**config.mk**
```make
export PLATFORM = sky130hd
export DESIGN_NAME = serial_subtractor_flat
export DESIGN_NICKNAME = d
export VERILOG_FILES = /design/src/rtl/serial_arith_pkg.sv /design/src/rtl/serial_subtractor_if.sv /design/src/rtl/Full_sub.sv /design/src/rtl/serial_subtractor.sv /design/src/flat_wrapper.sv
export SDC_FILE = /design/constraint.sdc
export NUM_CORES = 1
export LEC_CHECK = 0
export CAP_MARGIN = 40
export CORE_MARGIN = 2
export CORE_UTILIZATION = 30
export DETAILED_ROUTE_END_ITERATION = 8
export PLACE_DENSITY = 0.64
export SLEW_MARGIN = 0
export SYNTH_ARGS = -nofsm -noshare
export SYNTH_HDL_FRONTEND = slang
export SYNTH_SLANG_ARGS = --single-unit
```
**constraint.sdc**
```tcl
create_clock -name clk -period 1.4 [get_ports clk]
set_clock_uncertainty 0.05 [all_clocks]
set_input_delay 0.21 -clock clk [delete_from_list [all_inputs] [get_ports clk]]
set_output_delay 0.21 -clock clk [all_outputs]
set_load 0.03 [all_outputs]
```
**src/rtl/serial_arith_pkg.sv**
```systemverilog
// Shared types and defaults for the bit-serial arithmetic blocks.
package serial_arith_pkg;

   typedef enum logic [1:0] {
      IDLE  = 2'd0,
      SHIFT = 2'd1,
      DONE  = 2'd2
   } state_t;

   localparam int SER_WIDTH_DEFAULT = 8;

endpackage

```
**src/rtl/serial_subtractor_if.sv**
```systemverilog
// Request/result bundle between a requester and the bit-serial subtractor.
interface serial_subtractor_if
   import serial_arith_pkg::*;
#(
   parameter int WIDTH = SER_WIDTH_DEFAULT
);

   logic             start;
   logic [WIDTH-1:0] a;
   logic [WIDTH-1:0] b;
   logic             busy;
   logic             done;
   logic [WIDTH-1:0] diff;
   logic             borrow_out;
   logic             overflow;

   modport master (
      output start, a, b,
      input  busy, done, diff, borrow_out, overflow
   );

   modport slave (
      input  start, a, b,
      output busy, done, diff, borrow_out, overflow
   );

endinterface

```
**src/rtl/Full_sub.sv**
```systemverilog
// One-bit full subtractor: sub = a - b - c, bo = borrow out.
module Full_sub (
   input  logic a,
   input  logic b,
   input  logic c,
   output logic sub,
   output logic bo
);

   assign sub = a ^ b ^ c;
   assign bo  = (~a & b) | (~(a ^ b) & c);

endmodule

```
**src/rtl/serial_subtractor.sv**
```systemverilog
// Bit-serial a - b, LSB first, through one Full_sub cell with a registered borrow.
module serial_subtractor
   import serial_arith_pkg::*;
#(
   parameter int WIDTH = SER_WIDTH_DEFAULT
)(
   input  logic                clk,
   input  logic                rst,
   serial_subtractor_if.slave  bus
);

   localparam int              CNT_W = (WIDTH > 1) ? $clog2(WIDTH) : 1;
   localparam logic [CNT_W-1:0] LAST = CNT_W'(WIDTH - 1);

   state_t           state;
   logic [WIDTH-1:0] a_sr;
   logic [WIDTH-1:0] b_sr;
   logic [WIDTH-2:0] res_sr;
   logic [WIDTH-1:0] res_next;
   logic [CNT_W-1:0] cnt;
   logic             borrow_q;
   logic             a_msb;
   logic             b_msb;
   logic             sub_bit;
   logic             bo_bit;

   Full_sub u_cell (
      .a   (a_sr[0]),
      .b   (b_sr[0]),
      .c   (borrow_q),
      .sub (sub_bit),
      .bo  (bo_bit)
   );

   // res_sr only keeps the upper WIDTH-1 bits; the final bit lands straight in diff.
   assign res_next = {sub_bit, res_sr};

   always_ff @(posedge clk or posedge rst) begin
      if (rst) begin
         state          <= IDLE;
         a_sr           <= '0;
         b_sr           <= '0;
         res_sr         <= '0;
         cnt            <= '0;
         borrow_q       <= 1'b0;
         a_msb          <= 1'b0;
         b_msb          <= 1'b0;
         bus.busy       <= 1'b0;
         bus.done       <= 1'b0;
         bus.diff       <= '0;
         bus.borrow_out <= 1'b0;
         bus.overflow   <= 1'b0;
      end else begin
         case (state)
            IDLE: begin
               bus.busy <= 1'b0;
               bus.done <= 1'b0;
               if (bus.start) begin
                  a_sr           <= bus.a;
                  b_sr           <= bus.b;
                  a_msb          <= bus.a[WIDTH-1];
                  b_msb          <= bus.b[WIDTH-1];
                  res_sr         <= '0;
                  borrow_q       <= 1'b0;
                  cnt            <= '0;
                  bus.diff       <= '0;
                  bus.borrow_out <= 1'b0;
                  bus.overflow   <= 1'b0;
                  bus.busy       <= 1'b1;
                  state          <= SHIFT;
               end
            end
            SHIFT: begin
               a_sr     <= a_sr >> 1;
               b_sr     <= b_sr >> 1;
               res_sr   <= res_next[WIDTH-1:1];
               borrow_q <= bo_bit;
               cnt      <= cnt + 1'b1;
               if (cnt == LAST) begin
                  bus.diff       <= res_next;
                  bus.borrow_out <= bo_bit;
                  bus.overflow   <= (a_msb != b_msb) && (sub_bit != a_msb);
                  bus.done       <= 1'b1;
                  state          <= DONE;
               end
            end
            DONE: begin
               bus.done <= 1'b0;
               bus.busy <= 1'b0;
               state    <= IDLE;
            end
            default: begin
               bus.done <= 1'b0;
               bus.busy <= 1'b0;
               state    <= IDLE;
            end
         endcase
      end
   end

endmodule

```
**src/flat_wrapper.sv**
```systemverilog
// flat-port wrapper written by rule: the top's interface ports become plain ports
module serial_subtractor_flat import serial_arith_pkg::*;
#(
   parameter int WIDTH = SER_WIDTH_DEFAULT
)
  (clk, rst, bus_start, bus_a, bus_b, bus_busy, bus_done, bus_diff, bus_borrow_out, bus_overflow);
  serial_subtractor_if #(.WIDTH(WIDTH)) bus_i ();
  input  logic clk;
  input  logic rst;
  input wire logic [$bits(bus_i.start)-1:0] bus_start;
  input wire logic [$bits(bus_i.a)-1:0] bus_a;
  input wire logic [$bits(bus_i.b)-1:0] bus_b;
  output wire logic [$bits(bus_i.busy)-1:0] bus_busy;
  output wire logic [$bits(bus_i.done)-1:0] bus_done;
  output wire logic [$bits(bus_i.diff)-1:0] bus_diff;
  output wire logic [$bits(bus_i.borrow_out)-1:0] bus_borrow_out;
  output wire logic [$bits(bus_i.overflow)-1:0] bus_overflow;
  assign bus_i.start = bus_start;
  assign bus_i.a = bus_a;
  assign bus_i.b = bus_b;
  assign bus_busy = bus_i.busy;
  assign bus_done = bus_i.done;
  assign bus_diff = bus_i.diff;
  assign bus_borrow_out = bus_i.borrow_out;
  assign bus_overflow = bus_i.overflow;
  serial_subtractor #(.WIDTH(WIDTH)) u_core (.clk(clk), .rst(rst), .bus(bus_i));
endmodule
```
=== Word-level counts from Yosys, hierarchy flattened ===
Cells that the tools add are included.

* Add/subtract/negate cells: 1
* Bitwise logic cells: 7
* Equality and inequality tests: 6
* Reduce and logical (&&, ||, !) cells: 7
* Muxes and demuxes: 24

{| class="wikitable"
|+ Operator list
! cell !! number
|-
| 8-bit one-hot mux with 2 select lines || 3
|-
| 8-bit two-way mux || 4
|-
| 7-bit one-hot mux with 2 select lines || 1
|-
| 1-bit one-hot mux with 2 select lines || 4
|-
| 7-bit two-way mux || 1
|-
| 1-bit two-way mux || 6
|-
| 3-bit one-hot mux with 2 select lines || 1
|-
| 2-bit AND reduction || 3
|-
| 2-bit two-way mux || 2
|-
| 2-bit one-hot mux with 2 select lines || 1
|-
| 3-bit by 1-bit adder with 3-bit output, second input constant || 1
|-
| 3-bit == test, second input constant || 1
|-
| 3-bit two-way mux || 1
|-
| 3-bit AND reduction || 1
|-
| 1-bit bitwise AND || 2
|-
| 2-bit by 1-bit == test with 1-bit output, second input constant || 1
|-
| 2-bit zero test || 1
|-
| 1-bit != test || 2
|-
| 2-bit by 1-bit != test with 1-bit output, second input constant || 1
|-
| 2-bit != test, second input constant || 1
|-
| 1-bit inverter || 2
|-
| 2-bit nonzero test || 1
|-
| 1-bit bitwise XOR || 2
|-
| 1-bit logical AND || 1
|-
| 1-bit bitwise OR || 1
|}

* Bits in registers: 43
* Logic and storage cells: 58

=== Logic depth before layout (Yosys ltp) ===
* Depth in word-level cells: 6
* Gate-level depth with buffers: 5

=== Modules after synthesis ===
Synthesis repeated with hierarchy kept, for this count alone.

* Cells, all modules: 152
* Area total of the unflattened synthesis: 1845.5 sq um

{| class="wikitable"
|+ Modules (own cells, without submodules)
! module !! times used !! seq. area each (sq um) !! cells each !! area an instance (sq um)
|-
| serial_subtractor || 1 || 1076.0 || 148 || 1814.2
|-
| Full_sub || 1 || 0.0 || 4 || 31.3
|}

=== Least setup slack after synthesis ===
No wires, ideal clock.

* Path type: register to register
* Start point: reg u_core.cnt[0]
* End point: reg u_core.bus.diff[7]
* Buffers on the path: 0
* Setup time: 0.125 ns
* Stages on the path, launching flop included: 6
* Data arrival time: 1.267 ns
* Period minus slack after synthesis: 1.442 ns
* Required time: 1.225 ns
* Setup slack: -0.042 ns
* Cell sequence: dfrtp_1 > ha_1 > ha_1 > nand2_1 > a21oi_4 > mux2_4

* Cells in the longest elaborated chain, start to end: 3

{| class="wikitable"
|+ Ends and longest elaborated chain
! item !! RTL line !! text
|-
| from (decl) || serial_subtractor.sv:20 || <nowiki>logic [CNT_W-1:0] cnt;</nowiki>
|-
| from (signal assigned) || serial_subtractor.sv:78 || <nowiki>cnt <= cnt + 1'b1;</nowiki>
|-
| 3-bit == test || serial_subtractor.sv:79 || <nowiki>if (cnt == LAST) begin</nowiki>
|-
| 2-bit by 1-bit != test with 1-bit output (no line) || n/a ||
|-
| 3-bit AND reduction (no line) || n/a ||
|-
| to (signal assigned) || serial_subtractor.sv:80 || <nowiki>bus.diff <= res_next;</nowiki>
|-
| to (decl) || serial_subtractor_if.sv:24 || <nowiki>output busy, done, diff, borrow_out, overflow</nowiki>
|}

Every way passes these cells.
A chain may end at the register's enable or synchronous reset.

=== Worst setup path after layout ===
* Start point: reg u_core.a_sr[0]
* End point: reg u_core.bus.diff[7]

* Cells in the longest elaborated chain, start to end: 4

{| class="wikitable"
|+ Ends and longest elaborated chain
! item !! RTL line !! text
|-
| from (decl) || serial_subtractor.sv:16 || <nowiki>logic [WIDTH-1:0] a_sr;</nowiki>
|-
| from (signal assigned) || serial_subtractor.sv:59 || <nowiki>a_sr <= bus.a;</nowiki>
|-
| from (signal assigned) || serial_subtractor.sv:74 || <nowiki>a_sr <= a_sr >> 1;</nowiki>
|-
| 1-bit bitwise XOR (2 in series) || Full_sub.sv:10 || <nowiki>assign sub = a ^ b ^ c;</nowiki>
|-
| 8-bit two-way mux || serial_subtractor.sv:79 ||
|-
| 8-bit one-hot mux with 2 select lines || serial_subtractor.sv:54 || <nowiki>case (state)</nowiki>
|}

Every way passes these cells. The select of a mux whose other input is x is not followed.

==> out/metrics.cfg <==
[timing]
final-hold-violation-count=0
worst-slew-pin-transition_ns=0.371
min_period_over_period_pct=106
worst_slew_margin_relative_to_its_limit_pct=75.2
final-setup-viol-count=2
final_setup_slack_of_the_worst_path_ns=-0.0893
grt_setup_unrepaired=yes
achievable-frequency_ghz=0.671
layout_min_cycle_time_ns=1.49
final-max-slew-violation-count=0

[drt]
route.met3.wl_um=168
dr.max_layer_used=met4
route.vias.total=1371
totalWireLength_um=4030
avgViaCountPerCell=4.74
detail_route.wirelength.met1_um=2000
drcViolationCount=0
dr.pass1.iters=4
detail_route.iter0.violations=55
met2RoutedLength_um=1790
avgRoutedWirePerCell_um=14.0
antenna_violating_nets_post_route=0

[worst_setup_path]
worstSetupPathType=reg -> reg
crit_slowest_cell=sky130_fd_sc_hd__fa_2
critical_path.endpoint_type=register
required_ns=1.53
timing.critical_path.from_type=register
cp_slowest_stage_delay_ns=0.60
timing.critical_path.cells=inv_2, fa_2, nor2_2, mux2_4
reg2reg_setup_slack_ns=-0.09
r2r-start=u_core.a_sr[0]$_DFFE_PP0P_
crit_path_leading_delay_family=adder cells
cp_max_fo=3
critPathBufInv=1
setup.worst_path.start=u_core.a_sr[0]$_DFFE_PP0P_
crit_arrival_ns=1.62

[cts]
clock_tree.buffer_depth=2
worst_skew_pair.late_latency_ns=0.29
clock_tree.root_cell=sky130_fd_sc_hd__clkbuf_8
clock_sink_count=43
ctsHtreeMaxLevel=2
cts_inserted_buffers=5
cts_tree=built
cts_hold_buffers=0
clk_pin_slew_ns=0.08

[floorplanning]
floorplan.initialDensity_pct=31.4
die_h_um=83.5
boundaryPins=31
row_count=28
die_x_um=83.5
core_area_mm2=0.00603
die_area_mm2=0.00697

[global_routing]
groute.usage.overall_pct=12.5
grt_max_degree=44
antenna_found_initial=0
overflow=0
wire_length_of_the_first_global_routing_pass_um=6970
grt_pass1_vias=1454

[yosys]
synth_fa_ha_area_share_pct=2.38
post_synth_num_cell_types=34
synth_enable_flop_cells=0
yosysSeqAreaShare_pct=56.8
synth.net_count=189
synth_compound_gate_area_share_pct=20.4
synthesis.yosys.warnings=0
synth_top_flop_cell=sky130_fd_sc_hd__dfrtp_1
synth_cells=167
avg_inst_size_synth_um2=11.3
synth_xor_xnor_area_share_pct=0
combinational_family_with_the_most_area_after_synthesis=compound AO/OA/AOI/OAI gates
fraction_of_registers_with_async_set_reset_pct=100
yosys.area_share.simple_pct=12.1
postSynthRegisterBits=43
mappedNetlistArea_mm2=0.00189
post_synth_mux_area_share_pct=1.98

[power_and_ir_drop]
max-vdd-ir-drop_mv=0.570
leakage_nw=1.14
power_density_normalized_to_cell_area_mw_per_mm2=2020

[cells_and_area]
antenna_cells=0
layout.cells.most_common=sky130_fd_sc_hd__dfrtp_1
layoutNonFillerInstCount=289
num-nets-final=236
fill_cells=599
area_growth_pct=31.9
drive_gt1_share_pct=22.0
most_frequent_cells_in_the_layout=sky130_fd_sc_hd__dfrtp_1 (42), sky130_fd_sc_hd__nand2_1 (17), sky130_fd_sc_hd__o21ai_1 (17), sky130_fd_sc_hd__clkdlybuf4s50_1 (17), sky130_fd_sc_hd__buf_4 (17)

[placed_design]
dp_cells=280
gp_routability_congestion=0.741
port-buffer-count=30
place_hpwl_um=2730
place_worst_setup_slack_ns=-0.375

[status]
outcome=finished with violations
violations=negative setup slack

[job]
drv_cap=0

[hold_path]
tightest_hold_check_type=in -> async

routing by layer:
layer	track usage [%]	vias to the layer above
met5	0	-
met4	4.84	0
met3	3.56	6
met2	18.4	24
met1	17.3	659
li1	-	682
worst reg2reg max path, stage by stage (launching register included):
cell and delay [ns]:
sky130_fd_sc_hd__dfrtp_1 0.36, sky130_fd_sc_hd__inv_2 0.05, sky130_fd_sc_hd__fa_2 0.60, sky130_fd_sc_hd__nor2_2 0.06
sky130_fd_sc_hd__mux2_4 0.26
per-stage QoR:
step | total power, mW | instance area [um2] | util (%) | hold slack [ns] | TNS [ns]
final | 5.05 | 2500 | 41.5 | 0.213 | -0.101
after global placement | 4.22 | 2380 | 39.5 | 0.417 | -10.58
after floorplan | 3.51 | 1910 | - | 0.293 | -0.00197
after CTS | 5.06 | 2480 | 41.1 | 0.228 | -0.143
after detailed placement | 4.27 | 2380 | 39.5 | 0.422 | -11.62
after global routing | 5.44 | 2500 | 41.5 | 0.256 | -0.465
state kept, by name, summed over array words and instances, names as in the netlist:
signal and cells:
u_core.a_sr 8, u_core.b_sr 8, u_core.bus.diff 8, u_core.res_sr 7, u_core.cnt 3, u_core.state 2
u_core.a_msb 1, u_core.b_msb 1, u_core.borrow_q 1, u_core.bus.borrow_out 1, u_core.bus.busy 1, u_core.bus.done 1
u_core.bus.overflow 1
repair_timing:
action,in CTS,in global routing
cloned,1,0
resized for setup,17,12
buffers inserted,0,1
endpoints found under the setup margin,45,12
pin swaps,2,1
synthesized netlist by cell type (all sizes together) (2+ instances only):
cell type	number	area [um2]
nand2b	4	32.5
buf	9	71.3
a21oi	4	31.3
o21ai	25	129
nand2	18	67.6
mux2	3	37.5
ha	2	25.0
a22oi	13	97.6
inv	12	45.0
a22o	10	87.6
dfrtp	43	1080
nor2	3	11.3
and2b	2	18.8
nand4	8	50.1
power by group:
| group | switching (mW) | internal [mW] |
|---|---|---|
| registers | 0.364 | 1.75 |
| logic | 1.13 | 1.02 |
| clock network | 0.408 | 0.387 |
| total | 1.90 | 3.16 |
cell type report:
cell class / count / area, um2 / share of cell area (%)
sequential: 43 / 1080 / 43.1
multi-input combinational: 103 / 748 / 29.9
timing repair buffer: 49 / 447 / 17.9
tap: 75 / 93.8 / 3.76
clock buffer: 6 / 82.6 / 3.30
inverter: 12 / 45.0 / 1.80
clock inverter: 1 / 5.00 / 0.200
kinds of logic (layout without fill, tap and decap cells):
logic type	Yosys count	in the layout
simple gates	40	40
compound gates	56	57
buf+inv	22	68
fa+ha+maj	3	3
mux	3	3
flops	43	43
final timing paths:
| check | to | cells past startpoint |
|---|---|---|
| worst max-delay path | u_core.bus.diff[7]$_DFFE_PP0P_ | 4 |
| worst min-delay path | u_core.bus.diff[0]$_DFFE_PP0P_ | 3 |
| worst max register to register | u_core.bus.diff[7]$_DFFE_PP0P_ | 4 |
| worst min register to register | u_core.b_sr[3]$_DFFE_PP0P_ | 2 |
| max in group asynchronous | u_core.a_sr[2]$_DFFE_PP0P_ | 3 |
| min in group clk | u_core.b_sr[7]$_DFFE_PP0P_ | 3 |
Note: power is estimated with default switching activity, not from simulation.
